$ cat config.mk
export PLATFORM = sky130hd
export DESIGN_NAME = zone_sensor_scheduler
export DESIGN_NICKNAME = d
export VERILOG_FILES = /design/src/rtl/thermal_pkg.sv /design/src/rtl/rr_picker.sv /design/src/rtl/zone_sensor_scheduler.sv
export SDC_FILE = /design/constraint.sdc
export NUM_CORES = 1
export LEC_CHECK = 0
export CORE_MARGIN = 10
export CORE_UTILIZATION = 45
export CTS_CLUSTER_DIAMETER = 100
export DETAILED_ROUTE_END_ITERATION = 10
export PLACE_DENSITY = 0.73
export SYNTH_ARGS = -nofsm -noshare
export SYNTH_HDL_FRONTEND = slang
export SYNTH_HIERARCHICAL = 1
export SYNTH_SLANG_ARGS = --single-unit
$ cat constraint.sdc
create_clock -name clk -period 1.43 [get_ports clk]
set_input_delay 0.286 -clock clk [delete_from_list [all_inputs] [get_ports clk]]
set_output_delay 0.286 -clock clk [all_outputs]
set_load 0.005 [all_outputs]
$ cat src/rtl/thermal_pkg.sv
// Shared types and constants for the thermal zone control blocks.
package thermal_pkg;

    localparam int TEMP_W = 8;

    typedef enum logic [1:0] {
        IDLE,
        WAIT,
        PUBLISH
    } sched_state_t;

    function automatic int zone_w(input int zones);
        return (zones > 1) ? $clog2(zones) : 1;
    endfunction

endpackage

$ cat src/rtl/rr_picker.sv
// Round-robin search: first set bit of req at or after start, wrapping.
// Purely combinational, zero latency; no backpressure.
module rr_picker #(
    parameter int ZONES = 4,
    parameter int ZW    = 2
) (
    input  logic [ZONES-1:0] req,
    input  logic [ZW-1:0]    start,
    output logic [ZW-1:0]    grant,
    output logic             grant_vld
);

    logic [ZW:0]   sum;
    logic [ZW-1:0] k;

    always_comb begin
        grant     = '0;
        grant_vld = 1'b0;
        sum       = '0;
        k         = '0;
        for (int i = 0; i < ZONES; i++) begin
            sum = {1'b0, start} + (ZW+1)'(i);
            if (sum >= (ZW+1)'(ZONES))
                sum = sum - (ZW+1)'(ZONES);
            k = sum[ZW-1:0];
            if (!grant_vld && req[k]) begin
                grant     = k;
                grant_vld = 1'b1;
            end
        end
    end

endmodule

$ cat src/rtl/zone_sensor_scheduler.sv
// Shares one sensor between ZONES zones: periodic scan plus urgent resamples, req/ack to the sensor.
// Grant 1 cycle after a pending bit is seen; publish 1 cycle after ack; one sample per 3 cycles at most.
module zone_sensor_scheduler
    import thermal_pkg::*;
#(
    parameter int ZONES   = 4,
    parameter int PERIOD  = 1000,
    parameter int TIMEOUT = 16,
    localparam int ZW     = zone_w(ZONES)
) (
    input  logic                     clk,
    input  logic                     reset_n,
    input  logic                     enable,
    input  logic [ZONES-1:0]         urgent_req,
    input  logic                     fault_clr,
    output logic                     sns_req,
    output logic [ZW-1:0]            sns_zone,
    input  logic                     sns_ack,
    input  logic signed [TEMP_W-1:0] sns_data,
    output logic                     temp_valid,
    output logic [ZW-1:0]            temp_zone,
    output logic signed [TEMP_W-1:0] temp_value,
    output logic [ZONES-1:0]         fault,
    output logic                     scan_overrun
);

    localparam int CW = $clog2(PERIOD);
    localparam int TW = (TIMEOUT > 1) ? $clog2(TIMEOUT) : 1;

    sched_state_t     state;
    logic [ZONES-1:0] scan_pend;
    logic [ZONES-1:0] urg_pend;
    logic [ZW-1:0]    rr_ptr;
    logic [CW-1:0]    period_cnt;
    logic [TW-1:0]    wait_cnt;

    logic [ZW-1:0]    scan_idx;
    logic             scan_vld;
    logic [ZW-1:0]    urg_idx;
    logic             urg_vld;
    logic             in_wait;
    logic             expired;
    logic             served;
    logic             wrap;
    logic [ZONES-1:0] clr_mask;

    rr_picker #(
        .ZONES (ZONES),
        .ZW    (ZW)
    ) u_rr_picker (
        .req       (scan_pend),
        .start     (rr_ptr),
        .grant     (scan_idx),
        .grant_vld (scan_vld)
    );

    // Descending scan so the lowest pending index is the last one written.
    always_comb begin
        urg_idx = '0;
        urg_vld = 1'b0;
        for (int i = ZONES - 1; i >= 0; i--) begin
            if (urg_pend[i]) begin
                urg_idx = ZW'(i);
                urg_vld = 1'b1;
            end
        end
    end

    assign in_wait = (state == WAIT);
    assign expired = in_wait && !sns_ack && (wait_cnt == TW'(TIMEOUT - 1));
    assign served  = in_wait && (sns_ack || expired);
    assign wrap    = enable && (period_cnt == CW'(PERIOD - 1));

    always_comb begin
        clr_mask = '0;
        if (served)
            clr_mask[sns_zone] = 1'b1;
    end

    always_ff @(posedge clk or negedge reset_n) begin
        if (!reset_n) begin
            state      <= IDLE;
            sns_req    <= 1'b0;
            sns_zone   <= '0;
            temp_valid <= 1'b0;
            temp_zone  <= '0;
            temp_value <= '0;
            rr_ptr     <= '0;
            wait_cnt   <= '0;
        end else begin
            case (state)
                IDLE: begin
                    temp_valid <= 1'b0;
                    if (enable && (urg_vld || scan_vld)) begin
                        sns_req  <= 1'b1;
                        wait_cnt <= '0;
                        state    <= WAIT;
                        if (urg_vld) begin
                            sns_zone <= urg_idx;
                        end else begin
                            sns_zone <= scan_idx;
                            rr_ptr   <= (scan_idx == ZW'(ZONES - 1)) ? '0 : scan_idx + ZW'(1);
                        end
                    end
                end
                WAIT: begin
                    if (sns_ack) begin
                        temp_value <= sns_data;
                        temp_zone  <= sns_zone;
                        temp_valid <= 1'b1;
                        sns_req    <= 1'b0;
                        state      <= PUBLISH;
                    end else if (expired) begin
                        sns_req <= 1'b0;
                        state   <= IDLE;
                    end else begin
                        wait_cnt <= wait_cnt + TW'(1);
                    end
                end
                PUBLISH: begin
                    temp_valid <= 1'b0;
                    state      <= IDLE;
                end
                default: begin
                    sns_req    <= 1'b0;
                    temp_valid <= 1'b0;
                    state      <= IDLE;
                end
            endcase
        end
    end

    // A wrap refills scan_pend even if the last zone finishes in that same cycle.
    always_ff @(posedge clk or negedge reset_n) begin
        if (!reset_n) begin
            scan_pend    <= '0;
            urg_pend     <= '0;
            period_cnt   <= '0;
            fault        <= '0;
            scan_overrun <= 1'b0;
        end else begin
            urg_pend   <= (urg_pend & ~clr_mask) | urgent_req;
            scan_pend  <= wrap ? '1 : (scan_pend & ~clr_mask);
            period_cnt <= (enable && !wrap) ? period_cnt + CW'(1) : '0;
            fault      <= (fault_clr ? '0 : fault) | (expired ? clr_mask : '0);
            if (wrap && (scan_pend != '0))
                scan_overrun <= 1'b1;
            else if (fault_clr)
                scan_overrun <= 1'b0;
        end
    end

endmodule

======== Yosys cells after proc, flatten, opt, wreduce, memory -nomap -nowiden ========
Index checks and enable logic that the tools add are counted.
storage, ports and cells
  flip-flop bits (word level) ............. 45
  bits of input ports ..................... 17
  output and inout port bits .............. 19
  word-level logic and storage cells ...... 131
operators by class
  add/subtract/negate cells ............... 10
  $lt $le $gt $ge ......................... 10
  equal/unequal tests ..................... 10
  muxes and demuxes ....................... 53
  bitwise logic cells ..................... 7
  reduce and logical (&&, ||, !) cells .... 28
operators by type and width
  operator                                                     number
  2-to-1 mux 2 bit                                             17
  2-to-1 mux 4 bit                                             7
  2-to-1 mux 1 bit                                             20
  less-than comparator 2 x 3 -> 1 bit (second input constant)  5
  logical AND 1 bit                                            11
  adder 10 x 1 -> 10 bit (second input constant)               1
  equality test 10 bit (second input constant)                 1
  2-to-1 mux 10 bit                                            1
  >= comparator 3 bit (second input constant)                  3
  bitwise AND 4 bit                                            2
  binary-select mux 1 bit (select 2 bit)                       4
  inequality test 2 bit (second input constant)                4
  bitwise OR 4 bit                                             2
  case mux 4 bit (2 select lines)                              1
  subtractor 2 x 1 -> 2 bit (second input constant)            4
  adder 2 x 2 -> 3 bit (second input constant)                 2
  AND reduction 2 bit                                          3
  AND reduction 3 bit                                          2
  zero test 1 bit                                              5
  adder 4 x 1 -> 4 bit (second input constant)                 1
  equality test 2 bit (second input constant)                  2
  equality test 4 bit (second input constant)                  1
  NOT 4 bit                                                    1
  case mux 2 bit (2 select lines)                              1
  14 further kinds                                             17

======== Logic depth before layout (Yosys ltp) ========
Gate-level depths: netlist of the first run.
  depth after elaboration ................. 18
  gate-level depth with buffers ........... 6
  depth with buffers taken out ............ 6

======== By module ========
Netlist of the first run, hierarchy kept.
modules (own cells, without submodules)
  module                 instances  cells an instance  area an instance (um^2)  sequential area each (um^2)
  zone_sensor_scheduler  1          163                1954.4                   1126.1
  rr_picker              1          15                 77.6                     0.0

======== Worst setup path before layout of the first run ========
Ideal clock, no wire load.
  path kind ............................... reg2reg
  start ................................... register scan_pend[1]
  end ..................................... register rr_ptr[1]
  library setup time ...................... 125 ps
  data arrival time ....................... 1467 ps
  data required time ...................... 1305 ps
  setup slack ............................. -161 ps
  cell stages (with the launch flop) ...... 6
  path buffers ............................ 0
  clock period less this slack ............ 1591 ps
  cells stage by stage .................... dfrtp_1 inv_1 a221o_1 a21oi_1 ha_1 mux2_2
between the ends
  elaborated cells between the ends (all ways) .. 28
RTL lines
  what                                                         RTL line                      RTL
  start: declaration                                           zone_sensor_scheduler.sv:31   logic [ZONES-1:0] scan_pend;
  start signal: assignment                                     zone_sensor_scheduler.sv:143  scan_pend <= wrap ? '1 : (scan_pend & ~clr_mask);
  binary-select mux 1 bit (select 2 bit)                       rr_picker.sv:26               if (!grant_vld && req[k]) begin
  2-to-1 mux 1 bit (implied by the code)                       rr_picker.sv:26
  2-to-1 mux 1 bit                                             rr_picker.sv:26
  zero test 1 bit                                              rr_picker.sv:26
  logical AND 1 bit                                            rr_picker.sv:26
  2-to-1 mux 1 bit                                             rr_picker.sv:26
  zero test 1 bit                                              rr_picker.sv:26
  logical AND 1 bit                                            rr_picker.sv:26
  2-to-1 mux 1 bit                                             rr_picker.sv:26
  zero test 1 bit                                              rr_picker.sv:26
  logical AND 1 bit                                            rr_picker.sv:26
  2-to-1 mux 2 bit *                                           rr_picker.sv:26
  named net scan_idx[0]                                        zone_sensor_scheduler.sv:37   logic [ZW-1:0] scan_idx;
  adder 2 x 1 -> 2 bit or equality test 2 bit (tied branches)  zone_sensor_scheduler.sv:102  rr_ptr <= (scan_idx == ZW'(ZONES - 1)) ? '0 : scan_idx + ZW'(1);
  2-to-1 mux 2 bit *                                           zone_sensor_scheduler.sv:102
  end signal: assignment                                       zone_sensor_scheduler.sv:102
  end: declaration                                             zone_sensor_scheduler.sv:33   logic [ZW-1:0] rr_ptr;
The timed path passes the listed nets; every way through them passes the cells marked *. The select of a mux whose other input is x is not followed.
A chain may end at the register's enable or synchronous reset.

======== Final worst setup path of the first run ========
  start ................................... register rr_ptr[0]
  end ..................................... register rr_ptr[1]
between the ends
  elaborated cells between the ends (all ways) .. 43
RTL lines
  what                                                           RTL line
  branches (longest 13 deep; another with adder 2 x 1 -> 3 bit)  n/a
  2-to-1 mux 2 bit *                                             rr_picker.sv:26
  named net scan_idx[0]                                          zone_sensor_scheduler.sv:37
  adder 2 x 1 -> 2 bit or equality test 2 bit (tied branches)    zone_sensor_scheduler.sv:102
  2-to-1 mux 2 bit *                                             zone_sensor_scheduler.sv:102
Mark *: on every way through the listed nets, which the timed path passes. The select of a mux whose other input is x is not followed.

==> results.txt, run 1 <==
CP endpoint - rr_ptr[1]$_DFFE_PN0P_
most common cell after layout, fill and taps aside - buf_4
1st-iter DRT viols - 69
Peak Freq - 0.6193 GHz
Synth Net Count - 198
Least-Margin Pin Slew - 0.3490 ns
total length of routed wires - 5522 um
Antenna Cells - 0
Mapped Avg Cell Area - 11.42 um^2
CP endpoint kind - flop
final setup fails - 12
Die Wd - 87.20 um
CTS tree - done
VDD IR-drop max - 0.8046 mV
Max Fanout on Critical Path - 4
CP startpoint - rr_ptr[0]$_DFFE_PN0P_
Chip Height - 87.20 um
status - complete, but fails checks
Mapped Area - 2032 um^2
WP data required - 1.63 ns
Final min period - 1.615 ns
startpoint types - flop
# clock sinks - 45
initial antenna violation count - 0
FF-to-FF path depth - 6
Clock Latency Late Sink - 0.31 ns
RD Place Congestion - 0.7742
FF-to-FF End - rr_ptr[1]$_DFFE_PN0P_
Synth-to-Final Area Change - 52.96%
gr usage total - 14.79%
initial core utilization - 46.67%
Mapped Cells - 178
failing checks - setup timing
number of max-cap violations - 0
Top FF cell, synth - dfrtp_1
H-Tree Depth - 2
worst rel slew slack - 76.73%
clock-pin slew on the worst setup and hold paths - 0.09 ns
Reg2Reg Setup Slack - -0.18 ns
Synth Register Bits - 45
Clock Tree Root - clkbuf_8
vias per inst - 5.511
FFs w/ async S/R, synth - 100.0%
vias in the first global route - 1881
final instance area - 3108 um^2
IO Count - 36
nets@finish - 288
sequential fraction of the synthesis area - 55.42%
Setup WS post-layout - -0.1847 ns
YS warnings - 6
hpwl dp - 3555 um
arrival time at the worst endpoint - 1.81 ns
first-pass iteration count of the detailed router - 4
cts bufs inserted - 5
die area - 7603 um^2
Leak - 1.381 nW
fin. max-slew vios - 0
DP Worst Slack - -0.2166 ns
Tcrit/Tclk final - 112.9%
number of synthesized flops with an enable pin - 0
final count of hold timing violations - 0
number of port buffers - 35
final non-filler cell total - 321
Worst R2R Start - rr_ptr[0]$_DFFE_PN0P_
largest net degree at the start of global routing - 46
first-pass GRT wire length - 8901 um
WL/cell - 17.20 um
placed inst area - 2703 um^2
placed insts - 295
worst-case clock buffer depth - 2
detailed-route via count - 1769
most frequent cells in the layout - 44 x buf_4, 40 x dfrtp_1, 19 x dlygate4sd2_1, 15 x clkdlybuf4s50_1, 12 x mux2_2
core area - 4354 um^2
Final ANT Viol Nets - 0
unrepaired setup endpoints after global routing - yes
CP Class - flop to flop
row count - 24
clock skew - 0.005584 ns
layout cells sized above 1 - 41.64%
Hold Crit Class - flop to flop
GR Overflow Total - 0
pwr dens - 1260 nW/um^2
DRC errors left - 0
Yosys cell types - 42
metrics by stage:
| step | util [%] | hold slack, ns | TNS (ns) | power (mW) |
|---|---|---|---|---|
| after floorplan | - | -0.009591 | -0.2982 | 2.166 |
| after global placement | 62.07 | 0.2802 | -5.116 | 2.879 |
| after detailed placement | 62.07 | 0.2829 | -5.576 | 2.917 |
| after CTS | 67.27 | 0.4633 | -0.8378 | 3.764 |
| after global routing | 71.38 | 0.5012 | -1.845 | 4.139 |
| final | 71.38 | 0.4675 | -1.122 | 3.916 |
repair_timing:
action,CTS,global route
endpoints found under the hold margin,45,0
hold buffers,1,0
pin swaps,9,9
endpoints found under the setup margin,40,38
setup buffers,9,8
gates resized for setup,39,26
layer usage:
layer | wire length [um] | GRT usage [%] | part of all wire (%) | vias up
li1 | - | - | - | 839
met1 | 2370 | 17.39 | 43 | 867
met2 | 2613 | 22.85 | 47 | 55
met3 | 430 | 6.648 | 7.8 | 8
met4 | 108 | 6.232 | 2.0 | 0
met5 | 0 | 0 | 0 | -
flip-flops by register name (all words and copies together), names as in the netlist, 2 cells and up:
name	count
urg_pend	4
temp_value	8
period_cnt	10
wait_cnt	4
rr_ptr	2
temp_zone	2
sns_zone	2
scan_pend	4
state	2
fault	4
power breakdown:
part / internal (mW) / total [mW] / switching (mW)
clock: 0.345 / 0.802 / 0.457
combinational: 0.820 / 1.39 / 0.575
sequential: 1.52 / 1.72 / 0.203
total: 2.68 / 3.92 / 1.24
cells by family (layout without fill, tap and decap cells):
kind of cell / Yosys count / count (layout) / share of synthesized area [%]
and+or+nand+nor: 54 / 54 / 15.09
AOI/OAI and AO/OA: 47 / 47 / 16.20
DFF: 45 / 45 / 55.42
muxes: 14 / 14 / 7.882
buffers and inverters: 12 / 103 / 2.278
adders and majority gates: 3 / 3 / 1.847
xor gates and xnor gates: 3 / 3 / 1.293
worst min-delay path by stage:
stage	startpoint	to	slack, ns	cells past startpoint
after floorplan	reset_n	fault[0]$_DFF_PN0_	-0.01	0
after CTS	period_cnt[0]$_DFF_PN0_	period_cnt[0]$_DFF_PN0_	0.46	1
final	period_cnt[0]$_DFF_PN0_	period_cnt[0]$_DFF_PN0_	0.47	1
after global routing	period_cnt[0]$_DFF_PN0_	period_cnt[0]$_DFF_PN0_	0.50	1
after detailed placement	reset_n	rr_ptr[0]$_DFFE_PN0P_	0.28	2
after global placement	reset_n	rr_ptr[1]$_DFFE_PN0P_	0.28	2
Yosys cell counts (all sizes together), types with 2 or more instances:
cell type,instances,area [um^2]
dfrtp,45,1126
mux2,13,150.1
inv,11,41.29
a21oi,10,50.05
o21ai,10,50.05
a21o,9,70.07
nor2,9,33.78
nand2,8,30.03
nand3,8,40.04
nand2b,6,37.54
or3,6,37.54
or4,6,48.80
ha,3,37.54
o2bb2ai,3,26.28
o31ai,3,22.52
a32o,2,20.02
nor2b,2,12.51
nor3,2,10.01
nor4,2,12.51
xor2,2,17.52
worst max-delay path, stage by stage, from the launching register on:
cell and delay (ns):
dfrtp_1 0.42, inv_2 0.05, a221o_1 0.32, a21oi_2 0.14, buf_4 0.13, ha_4 0.18, mux2_2 0.25
layout make-up:
cell class / count / area, um^2
clock buffer: 6 / 72.57
clock inverter: 2 / 15.01
fill: 314 / 1246
inverter: 11 / 41.29
multi-input combinational: 121 / 1066
sequential: 45 / 1132
tap: 52 / 65.06
timing repair buffer: 84 / 715.7
(Power assumes the default switching activity.)
==> inputs of run 2 (changes only) <==
--- a/config.mk
+++ b/config.mk
@@ -5,11 +5,13 @@
 export SDC_FILE = /design/constraint.sdc
 export NUM_CORES = 1
 export LEC_CHECK = 0
+export ABC_AREA = 1
 export CORE_MARGIN = 10
 export CORE_UTILIZATION = 45
+export CTS_BUF_LIST = sky130_fd_sc_hd__clkbuf_4 sky130_fd_sc_hd__clkbuf_8 sky130_fd_sc_hd__clkbuf_16
 export CTS_CLUSTER_DIAMETER = 100
 export DETAILED_ROUTE_END_ITERATION = 10
-export PLACE_DENSITY = 0.73
+export PLACE_DENSITY = 0.71
 export SYNTH_ARGS = -nofsm -noshare
 export SYNTH_HDL_FRONTEND = slang
 export SYNTH_HIERARCHICAL = 1
==> run 2 against run 1 <==
  * The run still ends with setup timing left
  * Count of clock-buffer cells in the layout down 1
  * Synthesized cell count increased by 69%
  * Maximum frequency fell by 6.5%
  * Critical path depth rose by 6
  * Sequential power down 5%
  * Non-clock buffer count is 22 lower
  * Synthesized area grew 19%
  * Clock skew grew 0.0058 ns
  * First-iteration DRC count grew 33%
  * Combinational power decreased by 32%
  * Flip-flop and latch count unchanged
==> results.txt, run 2 <==
Hold Crit Class - input port to async pin
Max stage delay on crit path - 0.45 ns
Worst path depth - 12
Crit path top cell by count - nand2_1
IO Count - 36
1st-iter DRT viols - 92
WL/cell - 11.82 um
status - complete, but fails checks
Crit path max-delay family - simple AND/OR/NAND/NOR gates
core area - 5140 um^2
layout cells sized above 1 - 26.63%
WP data required - 1.66 ns
cts bufs inserted - 5
Least-Margin Pin Slew - 0.3664 ns
die area - 8689 um^2
Synth Register Bits - 45
# clock sinks - 45
vias per inst - 4.669
row count - 26
sequential fraction of the synthesis area - 46.68%
Peak Freq - 0.5790 GHz
fin. max-slew vios - 0
Synth-to-Final Area Change - 33.61%
Die Wd - 93.22 um
number of max-cap violations - 0
share of the synthesized area in the top cell type - 46.68%
DRC errors left - 0
CP Class - flop to flop
top cells by area, synth - dfrtp_1 47%, nand2_1 16%, inv_1 4.8%
initial antenna violation count - 0
clock-pin slew on the worst setup and hold paths - 0.09 ns
Mapped Area - 2412 um^2
worst rel slew slack - 75.39%
slowest cell on the critical path - dfrtp_2
CP endpoint kind - flop
RD Place Congestion - 0.8761
Final ANT Viol Nets - 0
Mapped Avg Cell Area - 8.041 um^2
gr usage total - 12.47%
first-pass GRT wire length - 8970 um
Clock Latency Late Sink - 0.30 ns
CP startpoint - rr_ptr[0]$_DFFE_PN0P_
most instantiated cells after synthesis - 105 x nand2_1, 45 x dfrtp_1, 31 x inv_1
vias in the first global route - 2061
GR Overflow Total - 0
final setup fails - 10
most common cell in the synthesized netlist - nand2_1
CTS tree - done
Synth Net Count - 320
clock skew - 0.01134 ns
most common cell after layout, fill and taps aside - nand2_1
nets@finish - 387
initial core utilization - 46.93%
CP endpoint - rr_ptr[0]$_DFFE_PN0P_
number of port buffers - 35
Yosys cell types - 28
Tot Pwr - 3.390 mW
most flop-heavy register - period_cnt
hpwl dp - 3982 um
total length of routed wires - 5175 um
detailed-route via count - 2045
number of synthesized flops with an enable pin - 0
failing checks - setup timing
Clock Tree Root - clkbuf_8
pwr dens - 1052 nW/um^2
Regs by FF count - period_cnt x10, temp_value x8
H-Tree Depth - 2
Leak - 1.690 nW
largest net degree at the start of global routing - 46
unrepaired setup endpoints after global routing - yes
worst hold slack - 0.4743 ns
arrival time at the worst endpoint - 1.95 ns
Tcrit/Tclk final - 120.8%
startpoint types - flop
Chip Height - 93.22 um
VDD IR-drop max - 0.8867 mV
Final min period - 1.727 ns
FF-to-FF path depth - 12
final count of hold timing violations - 0
Largest register FFs - 10
Max Fanout on Critical Path - 9
final core occ - 62.71%
first-pass iteration count of the detailed router - 4
Critical path buffers and inverters - 2
Top FF cell, synth - dfrtp_1
Setup WS post-layout - -0.2970 ns
YS warnings - 6
Mapped Cells - 300
worst-case clock buffer depth - 2
most frequent cells in the layout - 101 x nand2_1, 43 x dfrtp_1, 26 x inv_1, 24 x nor2_1, 23 x buf_4
Worst R2R Start - rr_ptr[0]$_DFFE_PN0P_
Antenna Cells - 0
leading area contributor after synthesis - dfrtp_1
FF-to-FF End - rr_ptr[0]$_DFFE_PN0P_
FFs w/ async S/R, synth - 100.0%
Reg2Reg Setup Slack - -0.30 ns
CP cell instances - buf_12, nand2_2, nand3_2, nand2_4, nor2_1, nor2_2, nand2_1, nand2_1, inv_2, ha_4, or2_4, o21ai_2
run 2: changes by cell type after synthesis, sizes merged, moves of 11 or more:
cell   change
inv       +24
mux2      -13
nor2      +22
nand3     +11
nand2    +120
run 2: layer usage:
metal	global-route usage, %	routed length (um)
met1	14.11	2309
met2	21.96	2525
met3	3.597	303
met4	4.113	38
met5	0	0
run 2: worst min-delay path: stages:
cell	delay (ns)
dlygate4sd3_1	0.52
buf_2	0.12
buf_12	0.24
run 2: cell families (layout without fill, tap and decap cells):
family	count (synthesis)	in the layout	synth area share, %
flops	45	45	46.68
fa+ha+maj	3	3	1.556
xor+xnor	6	6	2.178
buf+inv	38	106	6.587
compound gates	16	16	3.890
simple gates	192	192	39.11
run 2: area by class of cell:
| type | count | area [um^2] |
|---|---|---|
| Clock buffer | 5 | 68.82 |
| Clock inverter | 3 | 25.02 |
| Fill cell | 465 | 1917 |
| Inverter | 36 | 143.9 |
| Multi-Input combinational cell | 217 | 1205 |
| Sequential cell | 45 | 1129 |
| Tap cell | 70 | 87.58 |
| Timing Repair Buffer | 62 | 564.3 |
run 2: how the worst min path moves through the flow:
| stage | to | slack (ns) | cells after the start |
|---|---|---|---|
| finish | temp_value[5]$_DFFE_PN0P_ | 0.47 | 3 |
| global route | temp_value[5]$_DFFE_PN0P_ | 0.50 | 3 |
| CTS | temp_value[7]$_DFFE_PN0P_ | 0.48 | 3 |
| detailed placement | temp_value[5]$_DFFE_PN0P_ | 0.28 | 2 |
| global placement | temp_value[5]$_DFFE_PN0P_ | 0.28 | 2 |
| floorplan | fault[0]$_DFF_PN0_ | -0.01 | 0 |
run 2: metrics by stage:
step / instance area (um^2) / worst slack [ns] / setup TNS, ns / cells
final: 3223 / -0.2970 / -2.185 / 438
after global routing: 3223 / -0.4082 / -3.388 / 438
after CTS: 3159 / -0.2836 / -2.241 / 435
after detailed placement: 3057 / -0.2695 / -2.335 / 423
after global placement: 3057 / -0.2170 / -1.731 / 423
after floorplan: 2459 / -0.1430 / -1.009 / 300
run 2: what timing repair did:
item                                   in CTS  in global routing
gates resized for setup                    19                 14
setup endpoints to repair                  29                 22
pin swaps                                   2                  7
endpoints found under the hold margin      45                  0
setup buffers                               3                  3
hold buffers                                1                  0
run 2: power by group:
part,switching [mW],internal (mW)
Combinational,0.474,0.466
Clock,0.465,0.353
Sequential,0.144,1.49
==> inputs of run 3 (changes only) <==
--- a/config.mk
+++ b/config.mk
@@ -11,8 +11,10 @@
 export CTS_BUF_LIST = sky130_fd_sc_hd__clkbuf_4 sky130_fd_sc_hd__clkbuf_8 sky130_fd_sc_hd__clkbuf_16
 export CTS_CLUSTER_DIAMETER = 100
 export DETAILED_ROUTE_END_ITERATION = 10
+export GPL_ROUTABILITY_DRIVEN = 0
 export PLACE_DENSITY = 0.71
 export SYNTH_ARGS = -nofsm -noshare
 export SYNTH_HDL_FRONTEND = slang
 export SYNTH_HIERARCHICAL = 1
 export SYNTH_SLANG_ARGS = --single-unit
+export TNS_END_PERCENT = 30
==> run 3 against run 2 <==
  * The flow still finishes with violations (setup timing)
  * Clock power increased by 3.7%
  * Critical path depth increased by 1
  * Die area unchanged
  * Largest cell class unchanged
==> results.txt, run 3 (synthesized netlist as in run 2, its figures left out) <==
fin. max-slew vios - 0
WP data required - 1.65 ns
Psw - 1.072 mW
slowest cell on the critical path - dfrtp_2
failing checks - setup timing
worst-case clock buffer depth - 2
row count - 26
Final min period - 1.749 ns
met3 usage - 4.237%
initial core utilization - 46.93%
placed insts - 423
most flop-heavy register - period_cnt
Synth-to-Final Area Change - 36.05%
Hold Crit Class - flop to flop
1st-iter DRT viols - 91
worst rel slew slack - 75.25%
# clock sinks - 45
layout cells sized above 1 - 29.54%
final non-filler cell total - 439
Clock Latency Late Sink - 0.30 ns
arrival time at the worst endpoint - 1.97 ns
DP Worst Slack - -0.2424 ns
number of max-cap violations - 0
GR Overflow Total - 0
Regs by FF count - period_cnt x10, temp_value x8
CP endpoint kind - flop
detailed-route via count - 2074
unrepaired setup endpoints after global routing - yes
Largest register FFs - 10
first-pass GRT wire length - 9183 um
grt met1 use - 14.50%
final instance area - 3282 um^2
Max Fanout on Critical Path - 8
Final ANT Viol Nets - 0
Crit path top cell by count - nand2_2
gr busiest metal - met2
core area - 5140 um^2
final core occ - 63.85%
combinational share of power - 26.4%
final setup fails - 10
DRC errors left - 0
CTS tree - done
Int Pwr - 2.317 mW
WL/cell - 12.54 um
most common cell after layout, fill and taps aside - nand2_1
startpoint types - flop
number of port buffers - 35
Switching Share - 31.62%
Chip Height - 93.22 um
IO Count - 36
Die Wd - 93.22 um
CP cell instances - inv_4, nand2_2, nand2_2, nand2_2, nand2_2, nor2_2, nor2_2, nand2_2, nand2_2, inv_2, ha_4, or2_4, o21ai_2
Max stage delay on crit path - 0.44 ns
pwr dens - 1033 nW/um^2
CP Class - flop to flop
cts bufs inserted - 5
Fillers - 463
placed inst area - 3044 um^2
H-Tree Depth - 2
nets@finish - 388
Peak Freq - 0.5719 GHz
clock skew - 0.01182 ns
final count of hold timing violations - 0
total length of routed wires - 5505 um
Leak - 1.727 nW
Least-Margin Pin Slew - 0.3684 ns
largest net degree at the start of global routing - 46
sequential share of power - 48.6%
Antenna Cells - 0
most frequent cells in the layout - 91 x nand2_1, 43 x dfrtp_1, 28 x inv_1
die area - 8689 um^2
initial antenna violation count - 0
vias in the first global route - 2111
Tcrit/Tclk final - 122.3%
Crit path max-delay family - simple AND/OR/NAND/NOR gates
Setup WS post-layout - -0.3187 ns
hpwl dp - 4037 um
clock-pin slew on the worst setup and hold paths - 0.09 ns
gr usage total - 12.77%
Clock Tree Root - clkbuf_8
vias per inst - 4.724
status - complete, but fails checks
met2 Use GR - 21.90%
worst hold slack - 0.4822 ns
VDD IR-drop max - 0.8638 mV
first-pass iteration count of the detailed router - 4
Critical path buffers and inverters - 2
Clk pwr share - 25.0%
run 3: cell count changes in the layout (fill, tap and decap cells not counted), sizes merged:
cell	before	now
clkbuf	5	6
clkinv	3	1
inv	35	36
buf	27	28
run 3: final timing paths:
check,startpoint,endpoint,slack (ns),cells past startpoint
setup / recovery,rr_ptr[0]$_DFFE_PN0P_,rr_ptr[0]$_DFFE_PN0P_,-0.32,13
hold / removal,temp_zone[1]$_DFFE_PN0P_,temp_zone[1]$_DFFE_PN0P_,0.48,2
setup reg to reg,rr_ptr[0]$_DFFE_PN0P_,rr_ptr[0]$_DFFE_PN0P_,-0.32,13
hold reg to reg,temp_zone[1]$_DFFE_PN0P_,temp_zone[1]$_DFFE_PN0P_,0.48,2
max in group asynchronous,reset_n,rr_ptr[0]$_DFFE_PN0P_,0.70,3
min in group asynchronous,reset_n,temp_value[6]$_DFFE_PN0P_,0.49,3
run 3: worst min-delay path: cells and delay by family, from the launching register on:
family,cells,cell delay (ns)
compound gates,1,0.04
flops,1,0.35
simple gates,1,0.06
run 3: area by class of cell:
class | instances | area (um^2) | share of cell area (%)
sequential | 45 | 1129 | 34.39
clock inverter | 2 | 16.27 | 0.4956
multi-input combinational | 217 | 1259 | 38.35
tap | 70 | 87.58 | 2.669
clock buffer | 6 | 82.58 | 2.516
timing repair buffer | 63 | 566.8 | 17.27
inverter | 36 | 141.4 | 4.308
run 3: repair_timing:
action,4_1_cts,5_1_grt
pin swaps,10,18
gates resized for setup,30,20
endpoints found under the hold margin,45,0
hold buffers,1,0
endpoints found under the setup margin,29,32
setup buffers,3,4
run 3: power by group through the flow:
stage,Clock (mW),Combinational [mW],Sequential [mW]
detailed placement,0,1.01,1.67
CTS,0.875,0.907,1.64
global route,0.926,1.01,1.67
finish,0.848,0.896,1.65
floorplan,0,0.424,1.67
global placement,0,0.989,1.67
run 3: layer usage:
| layer | vias to the layer above | share of wire, % |
|---|---|---|
| li1 | 1072 | - |
| met3 | 7 | 4.9 |
| met4 | 0 | 0.80 |
| met1 | 963 | 45 |
| met2 | 32 | 49 |
| met5 | - | 0 |
run 3: per-stage QoR:
stage	power [mW]	TNS (ns)
5_1_grt	3.606	-3.826
2_1_floorplan	2.099	-1.028
3_3_place_gp	2.655	-1.821
6_report	3.389	-2.405
4_1_cts	3.422	-2.035
3_5_place_dp	2.678	-2.430
==> patch, RTL diff (flow settings as in run 1) <==
`ZONES` is set to 4 in 2 places; all go to 3.
--- a/src/rtl/rr_picker.sv
+++ b/src/rtl/rr_picker.sv
@@ -2,5 +2,5 @@
 // Purely combinational, zero latency; no backpressure.
 module rr_picker #(
-    parameter int ZONES = 4,
+    parameter int ZONES = 3,
     parameter int ZW    = 2
 ) (
--- a/src/rtl/zone_sensor_scheduler.sv
+++ b/src/rtl/zone_sensor_scheduler.sv
@@ -4,5 +4,5 @@
     import thermal_pkg::*;
 #(
-    parameter int ZONES   = 4,
+    parameter int ZONES   = 3,
     parameter int PERIOD  = 1000,
     parameter int TIMEOUT = 16,
Interface: changed (resized fault and urgent_req); port bits go from 36 to 34. The function was not compared with the original's and may differ.
==> patch against run 1 <==
  * The flow still finishes with violations (negative setup slack)
  * Critical path depth rose by 5
  * Cell area up 0.85%
  * Sequential power down 12%
  * Setup slack lost 680 ps
  * Clock power is 1% higher
  * Power down 11%
  * Wire length fell by 6.4%
  * Non-clock buffer count up 12
  * Cell count is 3.4% higher
  * Sequential cell count shrank 3
  * Area after synthesis decreased by 1.8%
==> patch: results (changes against run 1) <==
* Status: finished with violations (unchanged)
* Violated checks: negative setup slack (unchanged)
* Leak at 1.487 nW (was 1.381 nW)
* Pre-CTS WS at -990.8 ps (was -216.6 ps)
* Commonest cells post-synth: dfrtp_1 (42), nor2_1 (18), mux2_2 (12), nand2_1 (12), inv_1 (11) (was dfrtp_1 (45), mux2_2 (12), a21oi_1 (10), inv_1 (10), o21ai_0 (10))
* Max FO, Critical Path at 4 (unchanged)
* Longest Clk Path Bufs at 2 (unchanged)
* Worst Clk Skew at 9.196 ps (was 5.584 ps)
* Worst EP arrival at 2490 ps (was 1810 ps)
* Critical path type: register to register (unchanged)
* Regs by FF count: period_cnt (10), temp_value (8), wait_cnt (4) (was period_cnt (10), temp_value (8))
* Clk_lat worst skew at 300 ps
* Yosys warnings at 6 (unchanged)
* Xor-xnor portion of the synthesized cell area at 3.952% (was 1.293%)
* Final Setup Violations at 10 (was 12)
* Final #Nets at 300 (was 288)
* Number of remaining DRC errors at 0 (unchanged)
* H-Tree Depth at 2 (unchanged)
* Multiplexer share of the synthesized area at 10.79% (was 7.882%)
* IO buf count at 33 (was 35)
* Compound-cell area share of the yosys netlist at 7.089% (was 16.19%)
* Post-Synth Adder-Cell Area at 3.137% (was 1.847%)
* N_diodes at 0 (unchanged)
* 1st-iter DRT viols at 49 (was 69)
* Vias at 1662 (was 1769)
* Async S/R FF share, synth at 100.0% (unchanged)
* PnR worst setup slack at -863.3 ps (was -184.7 ps)
* Final Hold Vio Count at 0 (unchanged)
* DP Wirelength at 3.619 mm (was 3.555 mm)
* Reg2reg path depth at 11 (was 6)
* Cell variety after synth at 42 (unchanged)
* Syn Nets at 199 (was 198)
* First-pass GRT wire length at 8.383 mm (was 8.901 mm)
* Wire per inst at 15.56 um (was 17.20 um)
* Antenna violations before repair at 0 (unchanged)
* Largest cells by area after synthesis: dfrtp_1 (53%), mux2_2 (6.8%), nor2_1 (3.4%) (was dfrtp_1 (55%), mux2_2 (6.7%), a21o_1 (2.6%))
* Worst Hold Class: primary input to asynchronous set/reset pin (was register to register)
* DR pass1 iterations at 4 (unchanged)
* Worst setup path endpoint: wait_cnt[2] (was rr_ptr[1])
* Relative slew slack at 79.78% (was 76.73%)
* Area delta synth->final at 57.15% (was 52.96%)
* Origin of the worst setup path: rr_ptr[0] (unchanged)
* Clock-pin slew on the worst setup and hold paths at 90 ps (about the same)
* Clock root cell: clkbuf_8 (unchanged)
* Number of global-route vias before repair at 1752 (was 1881)
* GRT Total Usage at 14.06% (was 14.79%)
* Sequential fraction of the synthesis area at 52.70% (was 55.42%)
* CTS buffer count at 5 (unchanged)
* Pin count of the biggest net entering global routing at 43 (was 46)
* Share of layout cells above drive strength 1 at 42.14% (was 41.64%)
* VDD IR-drop max at 1.093 mV (was 0.8046 mV)
* Worst R2R End: wait_cnt[2] (was rr_ptr[1])
* GP Congestion at 0.8346 (was 0.7742)
## patch: changes by cell type in the layout (fill, tap and decap cells not counted), sizes merged, moves of 5 or more
cell          run 1  this run
buf              49        63
nor2              9        20
a21oi            10         2
or4               6         0
nand2             8        13
o21ai            10         5
or3               6         1
## patch: layout make-up
class,count,area (sq um)
well taps,52,65.06
repair buffers,96,818.3
clock inverters,2,12.51
flip-flops and latches,42,1051
inverters,12,45.04
clock buffers,6,82.58
fillers,307,1190
multi-input cells,122,1060
## patch: worst min-delay path by stage
stage	startpoint	end	cells after the start
global placement	reset_n	wait_cnt[1]	2
floorplan	reset_n	fault[0]	0
global route	reset_n	period_cnt[3]	3
detailed placement	reset_n	wait_cnt[1]	2
CTS	reset_n	period_cnt[3]	3
finish	reset_n	period_cnt[3]	3
## patch: cell families (layout without fill, tap and decap cells)
kind of cell / count (synthesis) / in the layout
simple gates: 68 / 68
xor+xnor: 9 / 9
fa+ha+maj: 5 / 5
buf+inv: 14 / 116
mux: 19 / 19
flops: 42 / 42
compound gates: 21 / 21
## patch: metal layers
metal / share of wire (%) / routed length (um) / global-route usage, %
met3: 8.1 / 419 / 7.411
met4: 0.99 / 51 / 5.007
met5: 0 / 0 / 0
met1: 41 / 2126 / 15.57
met2: 50 / 2571 / 22.48
## patch: where the power goes
part	switching, mW	internal (mW)	total, mW	leakage (nW)
sequential	0.117	1.40	1.52	0.543
clock	0.425	0.388	0.813	0.0472
combinational	0.473	0.678	1.15	0.897
## patch: timing repair
| action | 4_1_cts | 5_1_grt |
|---|---|---|
| setup endpoints to repair | 33 | 30 |
| buffers inserted | 15 | 8 |
| resized for setup | 36 | 21 |
| endpoints found under the hold margin | 42 | 0 |
| pin swaps | 5 | 8 |
| hold buffers | 1 | 0 |
## patch: critical path, cell delays in order (launching register included)
cell and delay, ps:
dfrtp_1 410, inv_2 60, ha_4 250, buf_4 140
mux2i_2 150, or3_4 390, nor4_4 230, nor2_4 110
nor2_4 100, inv_2 40, and4b_1 170, a21o_1 150
## patch: through the flow
stage               total power, mW  TNS, ps  hold WS [ps]  instances  instance area [sq um]
finish                        3.482    -7466         466.4        332                   3134
global route                  3.673    -8620         483.7        332                   3134
CTS                           3.427    -7421         480.3        330                   3020
detailed placement            2.622   -10940         278.8        309                   2783
global placement              2.578    -9580         273.9        309                   2783
floorplan                     1.911    -6763        -9.591        178                   2017
